`src/rtl/spw_tx_pkg.sv`:
```
// ---------------------------------------------------------------------------
// spw_tx_pkg
// Shared constants for the SpaceWire transmit side: the one-hot state_tx
// character codes (also decoded by the transmit data path), the link_mode
// encodings driven by the link FSM, and the flow-control ceilings.
// ---------------------------------------------------------------------------
package spw_tx_pkg;

  // state_tx character codes
  localparam logic [6:0] ST_START  = 7'b0000000;
  localparam logic [6:0] ST_NULL   = 7'b0000001;
  localparam logic [6:0] ST_FCT    = 7'b0000010;
  localparam logic [6:0] ST_NULL_C = 7'b0000100;
  localparam logic [6:0] ST_FCT_C  = 7'b0001000;
  localparam logic [6:0] ST_DATA_C = 7'b0010000;
  localparam logic [6:0] ST_DATA_C0 = 7'b0100000;
  localparam logic [6:0] ST_TIME_C = 7'b1000000;

  // link_mode encodings
  localparam logic [1:0] LM_IDLE       = 2'd0;
  localparam logic [1:0] LM_STARTED    = 2'd1;
  localparam logic [1:0] LM_CONNECTING = 2'd2;
  localparam logic [1:0] LM_RUN        = 2'd3;

  // Flow control: each FCT is worth 8 N-Chars, at most 7 FCTs outstanding
  localparam int FCT_CREDIT     = 8;
  localparam int SPW_MAX_CREDIT = 56;
  localparam int SPW_MAX_OWED   = 7;

endpackage

```
`src/rtl/tx_credit_counter.sv`:
```
// ---------------------------------------------------------------------------
// tx_credit_counter
// Transmit credit counter and owed-FCT counter.
//   pclk_tx, reset_tx : clock, asynchronous active-high reset
//   clear             : link left the active modes, zero both counters
//   fct_rx            : FCT received, +FCT_CREDIT credits
//   credit_take       : an N-Char was scheduled, -1 credit
//   fct_owed_inc      : receiver freed a buffer block, one more FCT owed
//   fct_sent          : an FCT was scheduled, one less owed
//   credit_count      : current credit
//   owed_count        : FCTs still owed to the far end
//   credit_error      : registered one-cycle pulse on credit overflow
// ---------------------------------------------------------------------------
module tx_credit_counter
  import spw_tx_pkg::*;
#(
  parameter int MAX_CREDIT = SPW_MAX_CREDIT,
  parameter int MAX_OWED   = SPW_MAX_OWED,
  parameter int OWED_W     = 3
) (
  input  logic              pclk_tx,
  input  logic              reset_tx,
  input  logic              clear,
  input  logic              fct_rx,
  input  logic              credit_take,
  input  logic              fct_owed_inc,
  input  logic              fct_sent,
  output logic [5:0]        credit_count,
  output logic [OWED_W-1:0] owed_count,
  output logic              credit_error
);

  localparam logic [OWED_W-1:0] OWED_CAP = OWED_W'(MAX_OWED);

  logic [6:0]        credit_sum;
  logic              credit_ovf;
  logic [5:0]        credit_nxt;
  logic [OWED_W-1:0] owed_nxt;

  always_comb begin
    // The overflow test is on the net result, so +8 and -1 in the same
    // cycle may land exactly on the ceiling without an error.
    credit_sum = {1'b0, credit_count} + (fct_rx ? 7'(FCT_CREDIT) : 7'd0)
                 - {6'd0, credit_take};
    credit_ovf = fct_rx && (credit_sum > 7'(MAX_CREDIT));
    // On overflow the +8 is dropped but the N-Char still consumes its credit.
    credit_nxt = credit_ovf ? (credit_count - {5'd0, credit_take}) : credit_sum[5:0];

    owed_nxt = owed_count;
    if (fct_owed_inc && !fct_sent) begin
      if (owed_count != OWED_CAP) owed_nxt = owed_count + 1'b1;
    end else if (fct_sent && !fct_owed_inc) begin
      if (owed_count != '0) owed_nxt = owed_count - 1'b1;
    end
  end

  always_ff @(posedge pclk_tx or posedge reset_tx) begin
    if (reset_tx) begin
      credit_count <= '0;
      owed_count   <= '0;
      credit_error <= 1'b0;
    end else if (clear) begin
      credit_count <= '0;
      owed_count   <= '0;
      credit_error <= 1'b0;
    end else begin
      credit_count <= credit_nxt;
      owed_count   <= owed_nxt;
      credit_error <= credit_ovf;
    end
  end

endmodule

```
`src/rtl/tx_char_scheduler.sv`:
```
// ---------------------------------------------------------------------------
// tx_char_scheduler
// Chooses the next SpaceWire character at every character boundary with the
// priority Time-Code > FCT > N-Char > NULL and drives the one-hot state_tx
// code for the transmit data path. Owns the one-entry data and time-code
// holding registers; credit/owed counting lives in tx_credit_counter.
//   pclk_tx, reset_tx : clock, asynchronous active-high reset
//   link_mode         : 0 idle, 1 started, 2 connecting, 3 run
//   char_done         : serializer finished the current character
//   tickin_tx, timecode_tx_i : time-code request and value
//   txwrite_tx, data_tx_i    : host N-Char write (bit 8 = EOP/EEP)
//   fct_owed_inc, fct_rx     : flow-control events
//   state_tx          : one-hot character code
//   tx_char_data      : N-Char of the current data character
//   tx_tcode          : time-code of the current time-code character
//   txrdy_tx          : holding register can take a host write
//   tickin_ack        : tick latched (one-cycle pulse)
//   credit_count, credit_error : credit state and overflow pulse
// ---------------------------------------------------------------------------
module tx_char_scheduler
  import spw_tx_pkg::*;
#(
  parameter int MAX_CREDIT = SPW_MAX_CREDIT,
  parameter int MAX_OWED   = SPW_MAX_OWED
) (
  input  logic       pclk_tx,
  input  logic       reset_tx,
  input  logic [1:0] link_mode,
  input  logic       char_done,
  input  logic       tickin_tx,
  input  logic [7:0] timecode_tx_i,
  input  logic       txwrite_tx,
  input  logic [8:0] data_tx_i,
  input  logic       fct_owed_inc,
  input  logic       fct_rx,
  output logic [6:0] state_tx,
  output logic [8:0] tx_char_data,
  output logic [7:0] tx_tcode,
  output logic       txrdy_tx,
  output logic       tickin_ack,
  output logic [5:0] credit_count,
  output logic       credit_error
);

  localparam int OWED_W = $clog2(MAX_OWED + 1);

  logic              run_q;       // link_mode was run at the last edge
  logic              data_valid;
  logic [8:0]        data_buf;
  logic              tick_pend;
  logic [7:0]        tcode_buf;
  logic              next_data0;  // next N-Char goes out as data_c_0
  logic [OWED_W-1:0] owed_count;

  logic [6:0] state_nxt;
  logic       sel_fct;
  logic       sel_data;
  logic       sel_time;
  logic       lm_clear;
  logic       tick_accept;
  logic       data_load;

  // Registered terms only, so the host handshake has no input-to-output path.
  assign txrdy_tx = !data_valid && run_q;

  always_comb begin
    state_nxt   = state_tx;
    sel_fct     = 1'b0;
    sel_data    = 1'b0;
    sel_time    = 1'b0;
    lm_clear    = (link_mode == LM_IDLE);
    tick_accept = tickin_tx && (link_mode == LM_RUN) && !tick_pend;
    data_load   = txwrite_tx && txrdy_tx;

    if (state_tx == ST_START) begin
      // start has no character in flight, so it leaves immediately
      state_nxt = ST_NULL;
    end else if (char_done) begin
      case (link_mode)
        LM_IDLE:    state_nxt = ST_START;
        LM_STARTED: state_nxt = ST_NULL;
        LM_CONNECTING: begin
          if (owed_count != '0) begin
            state_nxt = ST_FCT;
            sel_fct   = 1'b1;
          end else begin
            state_nxt = ST_NULL;
          end
        end
        default: begin
          if (tick_pend) begin
            state_nxt = ST_TIME_C;
            sel_time  = 1'b1;
          end else if (owed_count != '0) begin
            state_nxt = ST_FCT_C;
            sel_fct   = 1'b1;
          end else if (data_valid && (credit_count != 6'd0)) begin
            state_nxt = next_data0 ? ST_DATA_C0 : ST_DATA_C;
            sel_data  = 1'b1;
          end else begin
            state_nxt = ST_NULL_C;
          end
        end
      endcase
    end
  end

  tx_credit_counter #(
    .MAX_CREDIT (MAX_CREDIT),
    .MAX_OWED   (MAX_OWED),
    .OWED_W     (OWED_W)
  ) u_credit (
    .pclk_tx      (pclk_tx),
    .reset_tx     (reset_tx),
    .clear        (lm_clear),
    .fct_rx       (fct_rx),
    .credit_take  (sel_data),
    .fct_owed_inc (fct_owed_inc),
    .fct_sent     (sel_fct),
    .credit_count (credit_count),
    .owed_count   (owed_count),
    .credit_error (credit_error)
  );

  always_ff @(posedge pclk_tx or posedge reset_tx) begin
    if (reset_tx) begin
      state_tx     <= ST_START;
      run_q        <= 1'b0;
      data_valid   <= 1'b0;
      data_buf     <= '0;
      tick_pend    <= 1'b0;
      tcode_buf    <= '0;
      next_data0   <= 1'b0;
      tx_char_data <= '0;
      tx_tcode     <= '0;
      tickin_ack   <= 1'b0;
    end else begin
      tickin_ack <= tick_accept;
      if (lm_clear) begin
        // Link dropped: abandon everything pending, keep last output values.
        state_tx   <= ST_START;
        run_q      <= 1'b0;
        data_valid <= 1'b0;
        tick_pend  <= 1'b0;
        next_data0 <= 1'b0;
      end else begin
        state_tx <= state_nxt;
        run_q    <= (link_mode == LM_RUN);

        // Load and select are exclusive: loading needs an empty register.
        if (data_load) begin
          data_valid <= 1'b1;
          data_buf   <= data_tx_i;
        end else if (sel_data) begin
          data_valid   <= 1'b0;
          tx_char_data <= data_buf;
          next_data0   <= !next_data0;
        end

        if (tick_accept) begin
          tick_pend <= 1'b1;
          tcode_buf <= timecode_tx_i;
        end else if (sel_time) begin
          tick_pend <= 1'b0;
          tx_tcode  <= tcode_buf;
        end
      end
    end
  end

endmodule

```
`config.mk`:
```
export PLATFORM = sky130hd
export DESIGN_NAME = tx_char_scheduler
export DESIGN_NICKNAME = d
export VERILOG_FILES = /design/src/rtl/spw_tx_pkg.sv /design/src/rtl/tx_credit_counter.sv /design/src/rtl/tx_char_scheduler.sv
export SDC_FILE = /design/constraint.sdc
export NUM_CORES = 1
export LEC_CHECK = 0
export CORE_UTILIZATION = 51
export CTS_BUF_LIST = sky130_fd_sc_hd__clkbuf_16
export CTS_CLUSTER_DIAMETER = 80
export DETAILED_ROUTE_END_ITERATION = 16
export PLACE_DENSITY = 0.8
export SLEW_MARGIN = 25
export SYNTH_ARGS = -nofsm -noshare
export SYNTH_HDL_FRONTEND = slang
export SYNTH_SLANG_ARGS = --single-unit
```
`constraint.sdc`:
```
create_clock -name pclk_tx -period 3.9 [get_ports pclk_tx]
set_input_delay 0.78 -clock pclk_tx [delete_from_list [all_inputs] [get_ports pclk_tx]]
set_output_delay 0.78 -clock pclk_tx [all_outputs]
set_load 0.05 [all_outputs]
```
==> flow_metrics.tcl <==
set metrics [dict create \
    async_flop_share_pct 100 \
    fin_skew_ns 0.00454 \
    slew_viol_final 0 \
    register_area_um2 1400 \
    rsz0062_at_grt "false" \
    diodes 0 \
    cts_made_buffers 5 \
    path_max_fanout 4 \
    worst_slew_pin_slew_ns 0.537 \
    die_x_um 76.6 \
    path_class "reg2reg" \
    drc 0 \
    place_congestion 0.816 \
    startpoint_type "flip-flop" \
    grt_pass1_vias 2029 \
    cts_buffer_depth 2 \
    cts_hold_buf 0 \
    first_iter_violations 71 \
    start_util_pct 54.2 \
    gr-total-overflow 0 \
    grt_pass1_wl_um 9660 \
    synth_top_area_cell "dfrtp_1" \
    yosys.area.top_type_share_pct 49.4 \
    hp-class "reg2reg" \
    dp_hpwl_um 4320 \
    die_h_um 76.6 \
    setup_violations 0 \
    track_usage_pct 21.0 \
    outcome "finished, final reports clean" \
    netlist_area_um2 2840 \
    cts_setup_buffers 0 \
    powerDensity_nw_per_um2 708 \
    core_area_um2 5240 \
    syn_avg_cell_area_um2 11.3 \
    ctsResizeCount 0 \
    synth_warnings 0 \
    synthTopCellsByArea "dfrtp_1 (49%), mux2_2 (13%), ha_1 (6.6%)" \
    ant_nets 0 \
    fmax_mhz 273 \
    syn2layout_area_growth_pct 30.0 \
    rows 26 \
    cpMaxStageDelayCell "or4b_1" \
    synth-edff-count 0 \
    path_delay_family "simple AND/OR/NAND/NOR gates" \
    netlist_instances 250 \
    syn_nets 293 \
    critPathCaptureType "flip-flop" \
    drive_above_1_share_pct 19.1 \
    ir_drop_v 0.000446 \
    stdcell_area_um2 3690 \
    path_clk_slew_ns 0.07 \
    dpl-instance-area_um2 3530 \
    via_count 2108 \
    fin_setup_tns_ns 0 \
    ys_ff_latch 56 \
    hold_viol 0 \
    ys_seq_area_share_pct 49.4 \
    fin_crit_sh_pct 93.8 \
    pin_count 59 \
    nNetsFinal 361 \
    fillers 396 \
    cts_tree "done" \
    drt_wl_total_um 5780 \
    crit_chain "inv_1 > ha_1 > or4b_1 > nand2b_1 > nand4_1 > inv_1 > ha_1 > inv_1 > ha_1 > inv_1 > fa_1 > nand2b_1 > a21oi_1 > xor2_1 > o21ai_2 > mux2_1" \
    grt_max_degree 31 \
    clock-sinks 56 \
    cp.arrival_ns 3.83 \
    dieArea_um2 5860 \
    path_buf_inv 4 \
    wl_per_cell_um 14.9 \
    worstSkewPairLatency_ns 0.29 \
    cp_data_required_time_ns 4.07 \
    routed_via_density 5.42 \
    static-leakage-power_nw 1.67 \
    antenna_found_initial 0 \
    cts_root_buffer "clkbuf_16" \
    worst_path_largest_cell_delay_ns 0.47 \
    cpMostUsedCell "inv_1" \
    multi_input_area_um2 1310 \
    cts_max_level 2 \
    ys.flop_type "dfrtp_1" \
    fin_crit_ns 3.66 \
    drtPass1Iterations 4 \
    io_buffers 58 \
    yosys.cell_types.count 47 \
    relSlewSlack_pct 64.1 \
    drv_cap 0 \
]
worst reg2reg max path: cells and delay by family, from the launching register on:
kind | cells | cell delay [ns]
compound gates | 2 | 0.31
simple gates | 4 | 0.96
mux | 1 | 0.32
flops | 1 | 0.42
xor+xnor | 1 | 0.30
buf+inv | 4 | 0.31
fa+ha+maj | 4 | 0.93
per-layer routing:
metal  track usage (%)  part of all wire [%]  wire length (um)
met5                 0                     0                 0
met3              4.91                   4.6               265
met2              33.5                    49              2820
met1              28.1                    45              2610
met4              6.92                   1.5                86
area by class of cell:
cell class                      instances  area share (%)
Tap cell                               70            2.38
Timing Repair Buffer                   67            17.6
Inverter                               24            2.44
Clock buffer                            5            3.39
Clock inverter                          3           0.611
Multi-Input combinational cell        164            35.6
Sequential cell                        56            38.0
per-stage QoR:
stage	instances	power [mW]	setup WS [ns]	util, %	hold WS (ns)
floorplan	250	1.77	0.153	-	0.475
global placement	381	2.13	0.135	67.5	0.481
detailed placement	381	2.16	0.0149	67.5	0.489
CTS	389	2.61	0.202	70.3	0.509
global route	389	2.75	0.0499	70.4	0.522
finish	389	2.61	0.241	70.4	0.503
where the power goes:
part / switching (mW) / total, mW / internal [mW]
clock network: 0.205 / 0.445 / 0.241
registers: 0.118 / 0.862 / 0.744
logic: 0.771 / 1.30 / 0.531
total: 1.09 / 2.61 / 1.52
synth_stat cells (2+ instances only):
cell	n
nand3_1	8
fa_1	2
a31oi_1	4
ha_1	15
mux2_2	34
a21oi_1	12
nand2_1	17
dfrtp_1	56
a211oi_1	3
xor2_1	2
nor2_1	12
a31o_2	2
nor2b_1	4
xnor2_1	5
nand4_1	2
inv_1	23
nor4_1	3
clkbuf_1	4
nor3_1	6
a221oi_1	4
buf_6	2
and3_1	2
nand2b_1	2
nand3b_1	3
cell families (layout without fill, tap and decap cells):
group                    count (synthesis)  after routing  share of synthesized area (%)
AND/OR/NAND/NOR                         68             68                           12.7
flip-flops                              56             56                           49.4
AO/OA/AOI/OAI                           36             36                           8.91
multiplexers                            36             36                           14.2
buffers and inverters                   30             99                           4.50
adder cells (fa/ha/maj)                 17             17                           8.03
XOR/XNOR                                 7              7                           2.16
state kept, by name, indices dropped and copies added (netlist names):
register	cells
data_buf	9
data_valid	1
next_data0	1
run_q	1
state_tx	7
tcode_buf	8
tick_pend	1
tickin_ack	1
tx_char_data	9
tx_tcode	8
u_credit.credit_count	6
u_credit.credit_error	1
u_credit.owed_count	3
final timing paths:
path,startpoint,end,slack (ns),cells after the start
max,u_credit.credit_count[4],u_credit.credit_count[2],0.24,16
min,tcode_buf[3],tcode_buf[3],0.50,1
max reg2reg,u_credit.credit_count[4],u_credit.credit_count[2],0.24,16
min reg2reg,tcode_buf[3],tcode_buf[3],0.50,1
max in group asynchronous,reset_tx,tx_tcode[4],2.27,3
min in group asynchronous,reset_tx,tx_char_data[6],0.85,2
cell usage in the layout, fill, tap and decap left out, drive strengths merged, types with 6 or more instances in the layout:
master	synthesis	final
nor2	13	13
nor3	6	6
nand2	17	17
mux2	35	35
ha	15	15
buf	2	9
clkdlybuf4s50	0	58
inv	23	24
a21oi	12	12
nand3	8	8
dfrtp	56	56
No activity file was read; power rests on OpenSTA's default activity.
